`config.mk`:
```
export PLATFORM = sky130hd
export DESIGN_NAME = sram_arbiter
export DESIGN_NICKNAME = d
export VERILOG_FILES = /design/src/rtl/sram_arbiter.sv
export SDC_FILE = /design/constraint.sdc
export NUM_CORES = 1
export LEC_CHECK = 0
export ABC_CLOCK_PERIOD_IN_PS = 4200
export BUFFER_PORTS_ARGS = -buffer_cell sky130_fd_sc_hd__buf_2
export CORE_AREA = 2 2 166 168
export CTS_BUF_LIST = sky130_fd_sc_hd__clkbuf_4 sky130_fd_sc_hd__clkbuf_8
export CTS_CLUSTER_DIAMETER = 120
export CTS_CLUSTER_SIZE = 8
export DETAILED_ROUTE_END_ITERATION = 12
export DIE_AREA = 0 0 168 170
export GPL_TIMING_DRIVEN = 0
export SYNTH_ARGS = -nofsm -noshare
export SYNTH_HDL_FRONTEND = slang
export SYNTH_SLANG_ARGS = --single-unit
```
`constraint.sdc`:
```
create_clock -name i_clock -period 4.2 [get_ports i_clock]
set_input_delay 0.84 -clock i_clock [delete_from_list [all_inputs] [get_ports i_clock]]
set_output_delay 0.84 -clock i_clock [all_outputs]
set_load 0.005 [all_outputs]
```
`src/rtl/sram_arbiter.sv`:
```
// Round-robin arbiter in front of a single SRAM controller port: latches the
// winning command, holds it for the whole transaction and inserts a request gap.
module sram_arbiter #(
   parameter int NUM_PORTS = 4
) (
   input  logic                   i_clock,
   input  logic                   i_reset_n,
   input  logic [NUM_PORTS-1:0]   i_request,
   input  logic [NUM_PORTS-1:0]   i_rw,
   input  logic [NUM_PORTS*32-1:0] i_address,
   input  logic [NUM_PORTS*32-1:0] i_wdata,
   input  logic [NUM_PORTS*4-1:0] i_wmask,
   output logic [31:0]            o_rdata,
   output logic [NUM_PORTS-1:0]   o_ready,
   output logic                   o_busy,
   output logic [2:0]             o_grant,
   output logic                   o_sram_request,
   output logic                   o_sram_rw,
   output logic [31:0]            o_sram_address,
   output logic [31:0]            o_sram_wdata,
   output logic [3:0]             o_sram_wmask,
   input  logic [31:0]            i_sram_rdata,
   input  logic                   i_sram_ready
);

   localparam int MAXP = 8;

   typedef enum logic [1:0] {
      IDLE    = 2'd0,
      BUSY    = 2'd1,
      RELEASE = 2'd2
   } state_t;

   state_t                 state_q;
   logic [2:0]             last_q;
   logic [2:0]             grant_q;
   logic                   rw_q;
   logic [31:0]            addr_q;
   logic [31:0]            wdata_q;
   logic [3:0]             wmask_q;
   logic [31:0]            rdata_q;
   logic [NUM_PORTS-1:0]   ready_q;

   // Requests padded to eight entries so a 3-bit index never leaves range.
   logic [MAXP-1:0]        req_pad;
   logic [MAXP-1:0]        rw_pad;
   logic [31:0]            addr_arr  [MAXP];
   logic [31:0]            wdata_arr [MAXP];
   logic [3:0]             wmask_arr [MAXP];
   logic [NUM_PORTS-1:0]   grant_onehot;

   genvar gi;
   generate
      for (gi = 0; gi < MAXP; gi++) begin : g_pad
         if (gi < NUM_PORTS) begin : g_used
            assign req_pad[gi]   = i_request[gi];
            assign rw_pad[gi]    = i_rw[gi];
            assign addr_arr[gi]  = i_address[32*gi +: 32];
            assign wdata_arr[gi] = i_wdata[32*gi +: 32];
            assign wmask_arr[gi] = i_wmask[4*gi +: 4];
         end else begin : g_unused
            assign req_pad[gi]   = 1'b0;
            assign rw_pad[gi]    = 1'b0;
            assign addr_arr[gi]  = 32'd0;
            assign wdata_arr[gi] = 32'd0;
            assign wmask_arr[gi] = 4'd0;
         end
      end
      for (gi = 0; gi < NUM_PORTS; gi++) begin : g_onehot
         assign grant_onehot[gi] = (grant_q == 3'(gi));
      end
   endgenerate

   // First requester after the last winner, wrapping round the port count.
   logic       found_d;
   logic [2:0] winner_d;
   logic [3:0] cand_d;

   always_comb begin
      found_d  = 1'b0;
      winner_d = last_q;
      cand_d   = 4'd0;
      for (int k = 1; k <= NUM_PORTS; k++) begin
         cand_d = {1'b0, last_q} + 4'(k);
         if (cand_d >= 4'(NUM_PORTS)) begin
            cand_d = cand_d - 4'(NUM_PORTS);
         end
         if (!found_d && req_pad[cand_d[2:0]]) begin
            found_d  = 1'b1;
            winner_d = cand_d[2:0];
         end
      end
   end

   always_ff @(posedge i_clock or negedge i_reset_n) begin
      if (!i_reset_n) begin
         state_q <= IDLE;
         last_q  <= 3'(NUM_PORTS - 1);
         grant_q <= 3'd0;
         rw_q    <= 1'b0;
         addr_q  <= 32'd0;
         wdata_q <= 32'd0;
         wmask_q <= 4'd0;
         rdata_q <= 32'd0;
         ready_q <= '0;
      end else begin
         ready_q <= '0;
         case (state_q)
            IDLE: begin
               if (found_d) begin
                  rw_q    <= rw_pad[winner_d];
                  addr_q  <= addr_arr[winner_d];
                  wdata_q <= wdata_arr[winner_d];
                  wmask_q <= wmask_arr[winner_d];
                  grant_q <= winner_d;
                  last_q  <= winner_d;
                  state_q <= BUSY;
               end
            end
            BUSY: begin
               if (i_sram_ready) begin
                  rdata_q <= i_sram_rdata;
                  ready_q <= grant_onehot;
                  state_q <= RELEASE;
               end
            end
            RELEASE: state_q <= IDLE;
            default: state_q <= IDLE;
         endcase
      end
   end

   assign o_sram_request = (state_q == BUSY);
   assign o_busy         = (state_q != IDLE);
   assign o_sram_rw      = rw_q;
   assign o_sram_address = addr_q;
   assign o_sram_wdata   = wdata_q;
   assign o_sram_wmask   = wmask_q;
   assign o_rdata        = rdata_q;
   assign o_ready        = ready_q;
   assign o_grant        = grant_q;

endmodule

```
# Word level (Yosys, flattened, before mapping)
# Cells that the tools add are included.
[totals]
regBits = 113
in_bits = 315
out_inout_bits = 110
wordCells = 82
[classes]
n_addsub = 8
order_cmp = 10
n_eq_ne = 6
mux = 36
bitwise_logic = 1
n_reduce_logical = 12
[ops]
columns = ["op", "count"]
rows = [
  ["binary-select mux 32 bit (select 3 bit)", 2],
  ["2-to-1 mux 32 bit", 4],
  ["2-to-1 mux 3 bit", 8],
  ["less-than comparator 3 x 4 -> 1 bit, second input constant", 5],
  ["greater-or-equal comparator 4 x 3 -> 1 bit, second input constant", 4],
  ["2-to-1 mux 4 bit", 4],
  ["binary-select mux 1 bit (select 3 bit)", 5],
  ["binary-select mux 4 bit (select 3 bit)", 1],
  ["subtractor 3 bit, second input constant", 4],
  ["2-to-1 mux 1 bit", 9],
  ["adder 3 x 2 -> 4 bit, second input constant", 2],
  ["equality test 3 x 2 -> 1 bit, second input constant", 2],
  ["AND reduction 2 bit", 3],
  ["adder 3 x 1 -> 4 bit, second input constant", 1],
  ["adder 3 x 3 -> 4 bit, second input constant", 1],
  ["greater-or-equal comparator 4 bit, second input constant", 1],
  ["2-to-1 mux 2 bit", 2],
  ["NOT 3 -> 4 bit", 1],
  ["case mux 2 bit (2 select lines)", 1],
  ["equality test 3 x 1 -> 1 bit, second input constant", 1],
  ["logical AND 1 bit", 3],
  ["logical NOT 1 bit", 3],
  ["logical NOT 3 bit", 1],
  ["equality test 2 x 1 -> 1 bit, second input constant", 1],
  ["4 further kinds", 4],
]

# Logic depth before layout (Yosys ltp)
# Gate-level depths: netlist of run 1.
[logic_depth]
depth_word = 19
mapped_depth = 12
depth_no_buf = 8

# Least setup slack after synthesis of run 1
# Ideal clock, no wire load.
[synth_path]
kind = "register -> register"
startpoint = "register last_q[1]"
endpoint = "register addr_q[10] (netlist: o_sram_address[10])"
t_arrival_ns = 3.044
slack_ns = 1.052
path_stages_with_launch = 13
path_buffers = 4
period_less_slack_ns = 3.148
path_cell_list = "dfstp_2 > clkbuf_1 > inv_1 > ha_1 > mux4_2 > o21a_4 > a32o_1 > or2_1 > buf_6 > buf_6 > buf_6 > mux2i_1 > a221oi_1"
[synth_between]
elab_chain_len = 19
elab_cells_between_ends = 43
cone_classes = "add/sub (8); order compare (4); mux (23); bitwise (1); reduce/logical (7)"
[synth_rtl]
columns = ["item", "line", "rtl"]
rows = [
  ["start: declaration", "35", "logic [2:0] last_q;"],
  ["start signal: assignment", "98", "last_q <= 3'(NUM_PORTS - 1);"],
  ["start signal: assignment", "116", "last_q <= winner_d;"],
  ["adder 3 x 1 -> 4 bit", "84", "cand_d = {1'b0, last_q} + 4'(k);"],
  ["greater-or-equal comparator 4 x 3 -> 1 bit or subtractor 3 bit (tied branches)", "85, 86", ""],
  ["2-to-1 mux 3 bit", "85", "if (cand_d >= 4'(NUM_PORTS)) begin"],
  ["binary-select mux 1 bit (select 3 bit)", "88", "if (!found_d && req_pad[cand_d[2:0]]) begin"],
  ["2-to-1 mux 1 bit (implied by the code)", "88", ""],
  ["2-to-1 mux 1 bit", "88", ""],
  ["logical NOT 1 bit", "88", ""],
  ["logical AND 1 bit", "88", ""],
  ["[2 not listed]", "--", ""],
  ["logical AND 1 bit", "88", ""],
  ["2-to-1 mux 1 bit", "88", ""],
  ["logical NOT 1 bit", "88", ""],
  ["logical AND 1 bit", "88", ""],
  ["2-to-1 mux 3 bit", "88", ""],
  ["NOT 3 -> 4 bit (implied by the code)", "112", "addr_q <= addr_arr[winner_d];"],
  ["binary-select mux 32 bit (select 3 bit)", "112", ""],
  ["2-to-1 mux 32 bit (implied by the code) (2 in a row)", "112", ""],
  ["end signal: assignment", "112", ""],
  ["end: declaration", "38", "logic [31:0] addr_q;"],
]
# Several ways; a longest one is shown, not always the timed one. The select of a mux whose other input is x is not followed.
# A chain may end at the register's enable or synchronous reset.

# Worst setup path in the final report of run 1
[layout_path]
startpoint = "register last_q[1]"
endpoint = "register wdata_q[5] (netlist: o_sram_wdata[5])"
[layout_between]
elab_chain_len = 19
elab_cells_between_ends = 43
cone_classes = "add/sub (8); order compare (4); mux (23); bitwise (1); reduce/logical (7)"
[layout_rtl]
columns = ["item", "line", "rtl"]
rows = [
  ["adder 3 x 1 -> 4 bit", "84", ""],
  ["greater-or-equal comparator 4 x 3 -> 1 bit or subtractor 3 bit (tied branches)", "85, 86", ""],
  ["2-to-1 mux 3 bit", "85", ""],
  ["binary-select mux 1 bit (select 3 bit)", "88", ""],
  ["2-to-1 mux 1 bit (implied by the code)", "88", ""],
  ["2-to-1 mux 1 bit", "88", ""],
  ["logical NOT 1 bit", "88", ""],
  ["logical AND 1 bit", "88", ""],
  ["[2 not listed]", "--", ""],
  ["logical AND 1 bit", "88", ""],
  ["2-to-1 mux 1 bit", "88", ""],
  ["logical NOT 1 bit", "88", ""],
  ["logical AND 1 bit", "88", ""],
  ["2-to-1 mux 3 bit", "88", ""],
  ["NOT 3 -> 4 bit (implied by the code)", "113", "wdata_q <= wdata_arr[winner_d];"],
  ["binary-select mux 32 bit (select 3 bit)", "113", ""],
  ["2-to-1 mux 32 bit (implied by the code) (2 in a row)", "113", ""],
  ["end signal: assignment", "113", ""],
  ["end: declaration", "39", "logic [31:0] wdata_q;"],
]
# Several ways; a longest one is shown, not always the timed one. The select of a mux whose other input is x is not followed.

==> flow_metrics.env, run 1 <==
export IMPL_outcome="complete, no violations"
export IMPL_crit_start="last_q[1]"
export IMPL_start_util_pct=22.9
export IMPL_rsz0062_at_grt="false"
export IMPL_synthTopCellsByCount="mux2i_1 (139), dfrtp_1 (110), nor2_1 (75), a221oi_1 (68), mux2_2 (32)"
export IMPL_cts_sinks=112
export IMPL_yosysUniqueCellTypes=44
export IMPL_htreeDepth=3
export IMPL_pwr_share_seq_pct=23.6
export IMPL_cts_buffer_depth=2
export IMPL_setup_violations=0
export IMPL_synth_edf_count=0
export IMPL_synth_seq_area_share_pct=45.9
export IMPL_drt_total_wl_mm=24.1
export IMPL_coreArea_um2=26700
export IMPL_synth_avg_cell_area_um2=11.7
export IMPL_hold_class="primary input to async pin"
export IMPL_internal_power_mw=4.46
export IMPL_num_vias=5997
export IMPL_multiInputGateArea_um2=3030
export IMPL_portBuffers=424
export IMPL_crit_end="o_sram_wdata[5]"
export IMPL_fin_skew_ns=0.0154
export IMPL_drv_slew=0
export IMPL_tns_ns=0
export IMPL_rows=60
export IMPL_yosysMostFrequentCell="mux2i_1"
export IMPL_synth_nets=841
export IMPL_cp_end_kind="register"
export IMPL_io_pins=425
export IMPL_hold_violations=0
export IMPL_swShare_pct=45.5
export IMPL_vias_per_cell=4.58
export IMPL_dp_hpwl_mm=19.3
export IMPL_cts_buffers=9
export IMPL_peakVddDrop_mv=0.408
export IMPL_cts_tree="built"
export IMPL_cp_arrival_ns=3.98
export IMPL_powerDensity_nw_per_um2=915
export IMPL_cp_cell_sequence="clkbuf_1 > inv_1 > ha_1 > mux4_2 > o21a_4 > a211oi_1 > or2_1 > buf_6 > buf_6 > buf_6 > mux2i_1 > a221oi_1"
export IMPL_final_util_pct=33.5
export IMPL_max_slew_margin_pct=42.5
export IMPL_synth_area_leaders="dfrtp_1 (45%), mux2i_1 (23%), a221oi_1 (9.7%)"
export IMPL_drive_gt1_share_pct=52.7
export IMPL_worst_path_max_fanout=10
export IMPL_path_class="register to register"
export IMPL_nets=1278
export IMPL_grt_first_pass_wirelength_mm=35.3
export IMPL_placedCellCount=1290
export IMPL_place_ws_ns=-0.477
export IMPL_fmax_mhz=270
export IMPL_cpPeakStageDelay_ns=0.56
export IMPL_die_h_um=170
export IMPL_ys_flop_type="dfrtp_1"
export IMPL_clk_pin_slew_ns=0.12
export IMPL_clk_latency_ns=0.39
export IMPL_die_area_um2=28600
export IMPL_worst_path_stages=12
export IMPL_die_w_um=168
export IMPL_drt_iter0_markers=265
export IMPL_tightestPinTransition_ns=0.849
export IMPL_gp_congestion=0.841
export IMPL_regToRegSetupSlack_ns=0.49
export IMPL_switching_power_mw=3.71
export IMPL_synth_top_area_share_pct=45.0
export IMPL_first_pass_iters=7
export IMPL_period_minus_slack_ns=3.71
export IMPL_power_share_combinational_pct=68.1
export IMPL_synth_seq_cells=112
export IMPL_reg2reg_from="last_q[1]"
export IMPL_setup_ws_ns=0.494
export IMPL_postCtsHoldBufs=0
export IMPL_cts_root_buf="clkbuf_8"
export IMPL_p_leak_nw=4.55
export IMPL_cp_common_cell="buf_6"
export IMPL_cp_required_ns=4.47
export IMPL_grtUsageTotal_pct=16.3
export IMPL_globalRouteOverflowTotal=0
export IMPL_fin_crit_sh_pct=88.2
export IMPL_final_cell_count_no_fill=1308
export IMPL_netlist_instances=524
export IMPL_yosysTopAreaCell="dfrtp_1"
export IMPL_cp_top_family="multiplexers"
export IMPL_syn2layout_area_growth_pct=46.1
export IMPL_async_flop_share_pct=100
export IMPL_antenna_found_initial=1
export IMPL_crit_buf_inv=5
export IMPL_slowest_stage="mux4_2"
export IMPL_critical_path_startpoint_type="register"
export IMPL_yosys_warnings=0
export IMPL_seqCellArea_um2=2810
export IMPL_hold_ws_ns=0.375
export IMPL_regToRegEndpoint="o_sram_wdata[5]"
export IMPL_fill_cells=2789
export IMPL_clock_power_share_pct=8.4
export IMPL_grt_pass1_vias=6112
export IMPL_drc=0
export IMPL_grt_max_degree=60
export IMPL_synth_cell_area_um2=6110
export IMPL_ant_nets=0
export IMPL_wire_per_inst_um=18.4
export IMPL_reg2regPathDepth=12
export IMPL_maxCapViolCount=0
placed cells by master, fill, tap and decap left out, types with 2 or more instances in the layout:
cell / count
buf_2: 428
mux2i_1: 139
dfrtp_1: 110
nor2_1: 75
a221oi_1: 68
mux2_2: 32
clkbuf_1: 21
clkbuf_8: 10
buf_6: 9
buf_4: 7
nand2_1: 7
inv_1: 5
o21ai_0: 3
a21o_1: 3
and3_1: 2
mux4_2: 2
nand2b_1: 2
o21ai_1: 2
o221ai_1: 2
and2_1: 2
ha_1: 2
inv_6: 2
dfstp_2: 2
state kept, by name, indices dropped and copies added, names as in the netlist:
| register | count |
|---|---|
| o_ready | 4 |
| o_sram_address | 32 |
| o_sram_rw | 1 |
| o_grant | 2 |
| o_rdata | 32 |
| last_q | 3 |
| o_sram_wdata | 32 |
| o_sram_wmask | 4 |
| state_q | 2 |
stage by stage:
| stage | area (µm²) | total power [mW] |
|---|---|---|
| floorplan | 6110 | 5.63 |
| global route | 8930 | 8.80 |
| CTS | 8910 | 8.29 |
| finish | 8930 | 8.17 |
| global placement | 8660 | 7.48 |
| detailed placement | 8690 | 7.57 |
cell type report:
type / instances / area share [%]
Clock buffer: 10 / 1.54
Inverter: 6 / 0.252
Timing Repair Buffer: 427 / 24.3
Antenna cell: 1 / 0.0280
Tap cell: 341 / 4.78
Sequential cell: 112 / 31.4
Multi-Input combinational cell: 362 / 33.9
Buffer: 43 / 3.12
Clock inverter: 6 / 0.686
cell families after synthesis:
group	count (synthesis)	share of synthesized area (%)
compound gates	91	12.8
fa+ha+maj	2	0.409
simple gates	95	6.37
mux	173	29.4
flops	112	45.9
xor+xnor	1	0.143
buf+inv	50	4.97
worst reg2reg max path, stage by stage, from the launching register on:
cell and delay (ns):
dfstp_2 0.55, clkbuf_1 0.30, inv_1 0.12, ha_1 0.40
mux4_2 0.56, o21a_4 0.15, a211oi_1 0.23, or2_1 0.18
buf_6 0.13, buf_6 0.19, buf_6 0.21, mux2i_1 0.41
a221oi_1 0.15
timing repair:
item,CTS,global route
setup endpoints to repair,70,62
gates resized for setup,3,2
buffers inserted,0,2
pin swaps,0,1
how the worst min path moves through the flow:
stage                       end  slack (ns)
floorplan            o_ready[2]        0.49
global route        o_rdata[30]        0.39
detailed placement  o_rdata[13]        0.49
global placement     o_rdata[7]        0.48
CTS                 o_rdata[30]        0.38
finish              o_rdata[30]        0.37
power groups by stage:
stage | sequential [mW] | combinational [mW] | clock (mW)
6_report | 1.93 | 5.56 | 0.683
5_1_grt | 2.00 | 6.05 | 0.755
4_1_cts | 1.93 | 5.64 | 0.720
3_5_place_dp | 1.94 | 5.63 | 0
3_3_place_gp | 1.93 | 5.55 | 0
2_1_floorplan | 1.98 | 3.65 | 0
routing by layer:
layer / global-route usage, % / up-vias / wire [µm]
met5: 0 / - / 0
met1: 20.8 / 2884 / 10200
li1: - / 2842 / -
met3: 3.00 / 19 / 1390
met2: 28.2 / 252 / 12100
met4: 4.46 / 0 / 366
No activity file was read; power rests on OpenSTA's default activity.
==> inputs of run 2 (changes only) <==
Settings changed: CORE_AREA 2 2 166 168 to 2 2 164 166, DIE_AREA 0 0 168 170 to 0 0 166 168.
==> flow_metrics.env, run 2 (synthesized netlist as in run 1, its figures left out) <==
export IMPL_hold_violations=0
export IMPL_p_leak_nw=4.53
export IMPL_fin_crit_sh_pct=91.5
export IMPL_globalRouteOverflowTotal=0
export IMPL_power_mw=8.14
export IMPL_drt_iter0_markers=234
export IMPL_grtUsageTotal_pct=16.8
export IMPL_final_common_cell="buf_2"
export IMPL_postCtsHoldBufs=0
export IMPL_rows=60
export IMPL_wire_per_inst_um=18.7
export IMPL_cp_common_cell="buf_2"
export IMPL_ant_nets=0
export IMPL_clk_latency_ns=0.39
export IMPL_fmax_mhz=260
export IMPL_final_cell_count_no_fill=1305
export IMPL_cp_cell_sequence="clkbuf_1 > inv_1 > ha_1 > mux4_2 > o21ai_1 > o221ai_1 > a221oi_4 > buf_2 > buf_2 > a221oi_1"
export IMPL_path_class="register to register"
export IMPL_syn2layout_area_growth_pct=45.6
export IMPL_drc=0
export IMPL_antenna_found_initial=2
export IMPL_powerDensity_nw_per_um2=914
export IMPL_setup_violations=0
export IMPL_drv_slew=0
export IMPL_clk_pin_slew_ns=0.12
export IMPL_critical_path_startpoint_type="register"
export IMPL_peakVddDrop_mv=0.452
export IMPL_cp_arrival_ns=4.09
export IMPL_outcome="complete, no violations"
export IMPL_drive_gt1_share_pct=52.5
export IMPL_cts_buffers=9
export IMPL_hold_class="primary input to async pin"
export IMPL_period_minus_slack_ns=3.84
export IMPL_gp_congestion=0.892
export IMPL_cp_required_ns=4.44
export IMPL_die_w_um=166
export IMPL_cpPeakStageDelay_ns=0.56
export IMPL_cts_repair_resized=2
export IMPL_drt_total_wl_mm=24.4
export IMPL_grt_first_pass_wirelength_mm=35.8
export IMPL_portBuffers=424
export IMPL_coreArea_um2=26400
export IMPL_cp_end_kind="register"
export IMPL_worst_path_max_fanout=10
export IMPL_cts_tree="built"
export IMPL_nets=1276
export IMPL_fill_cells=2729
export IMPL_start_util_pct=23.2
export IMPL_cts_root_buf="clkbuf_8"
export IMPL_io_pins=425
export IMPL_htreeDepth=3
export IMPL_die_area_um2=27900
export IMPL_tightestPinTransition_ns=0.762
export IMPL_max_slew_margin_pct=48.4
export IMPL_grt_max_degree=63
export IMPL_dp_hpwl_mm=19.6
export IMPL_cts_buffer_depth=2
export IMPL_antenna_cells=0
export IMPL_grt_pass1_vias=6080
export IMPL_cts_setup_buffers=0
export IMPL_vias_per_cell=4.65
export IMPL_slowest_stage="mux4_2"
export IMPL_fin_skew_ns=0.0198
export IMPL_die_h_um=168
export IMPL_cts_sinks=112
export IMPL_maxCapViolCount=0
export IMPL_placedCellCount=1290
export IMPL_rsz0062_at_grt="false"
export IMPL_layout_common_cells="buf_2 (428), mux2i_1 (139), dfrtp_1 (110)"
export IMPL_num_vias=6068
export IMPL_first_pass_iters=7
[run 2: cell count changes in the layout (fill, tap and decap cells not counted)]
cell	previous run	this run
a21oi_2	1	2
inv_6	2	3
diode_2	1	0
clkinv_4	1	0
buf_4	7	5
and3_1	2	3
clkbuf_4	1	2
clkbuf_8	10	9
and3_2	1	0
a21oi_4	1	0
[run 2: cell type report]
type                    count  area, µm²  area share, %
repair buffers            425       2160           24.2
clock inverters             6       61.3          0.689
clock buffers              10        131           1.48
flip-flops and latches    112       2810           31.5
plain buffers              43        279           3.14
well taps                 341        427           4.79
inverters                   6       22.5          0.253
multi-input cells         362       3020           33.9
[run 2: power by group]
part	internal [mW]	leakage, nW	total, mW	switching (mW)
registers	1.65	1.27	1.94	0.282
logic	2.53	3.17	5.55	3.02
clock network	0.239	0.0960	0.653	0.414
total	4.42	4.53	8.14	3.71
[run 2: worst max-delay path, delay by kind of cell (launching register included)]
| family | cells | cell delay [ns] |
|---|---|---|
| mux | 1 | 0.56 |
| buf+inv | 4 | 1.15 |
| fa+ha+maj | 1 | 0.39 |
| flops | 1 | 0.54 |
| compound gates | 4 | 1.06 |
[run 2: per-layer routing]
layer / GRT usage [%] / wire [µm] / vias up
li1: - / - / 2845
met4: 4.42 / 398 / 2
met1: 21.6 / 10300 / 2950
met5: 0 / 16 / -
met3: 3.48 / 1580 / 24
met2: 28.7 / 12100 / 247
[run 2: path summary, 6_finish.rpt]
path                                    to  slack, ns        start  cells after the start
setup / recovery           o_sram_wdata[2]       0.36    last_q[1]                     10
hold / removal                 o_rdata[20]       0.37    i_reset_n                      1
setup reg to reg           o_sram_wdata[2]       0.36    last_q[1]                     10
max in group asynchronous        last_q[1]       3.08    i_reset_n                      2
min in group i_clock           o_rdata[24]       0.52  o_rdata[24]                      1
hold reg to reg                o_rdata[24]       0.52  o_rdata[24]                      1
[run 2: through the flow]
stage          hold WS [ns]  worst slack (ns)  util (%)  area [µm²]  TNS, ns
2_1_floorplan         0.491              1.05         -        6110        0
3_3_place_gp          0.483            -0.403      32.9        8660   -11.46
3_5_place_dp          0.487            -0.421      33.0        8690   -12.97
4_1_cts               0.366             0.100      33.7        8890        0
5_1_grt               0.377            0.0708      33.8        8900        0
6_report              0.371             0.357      33.8        8900        0
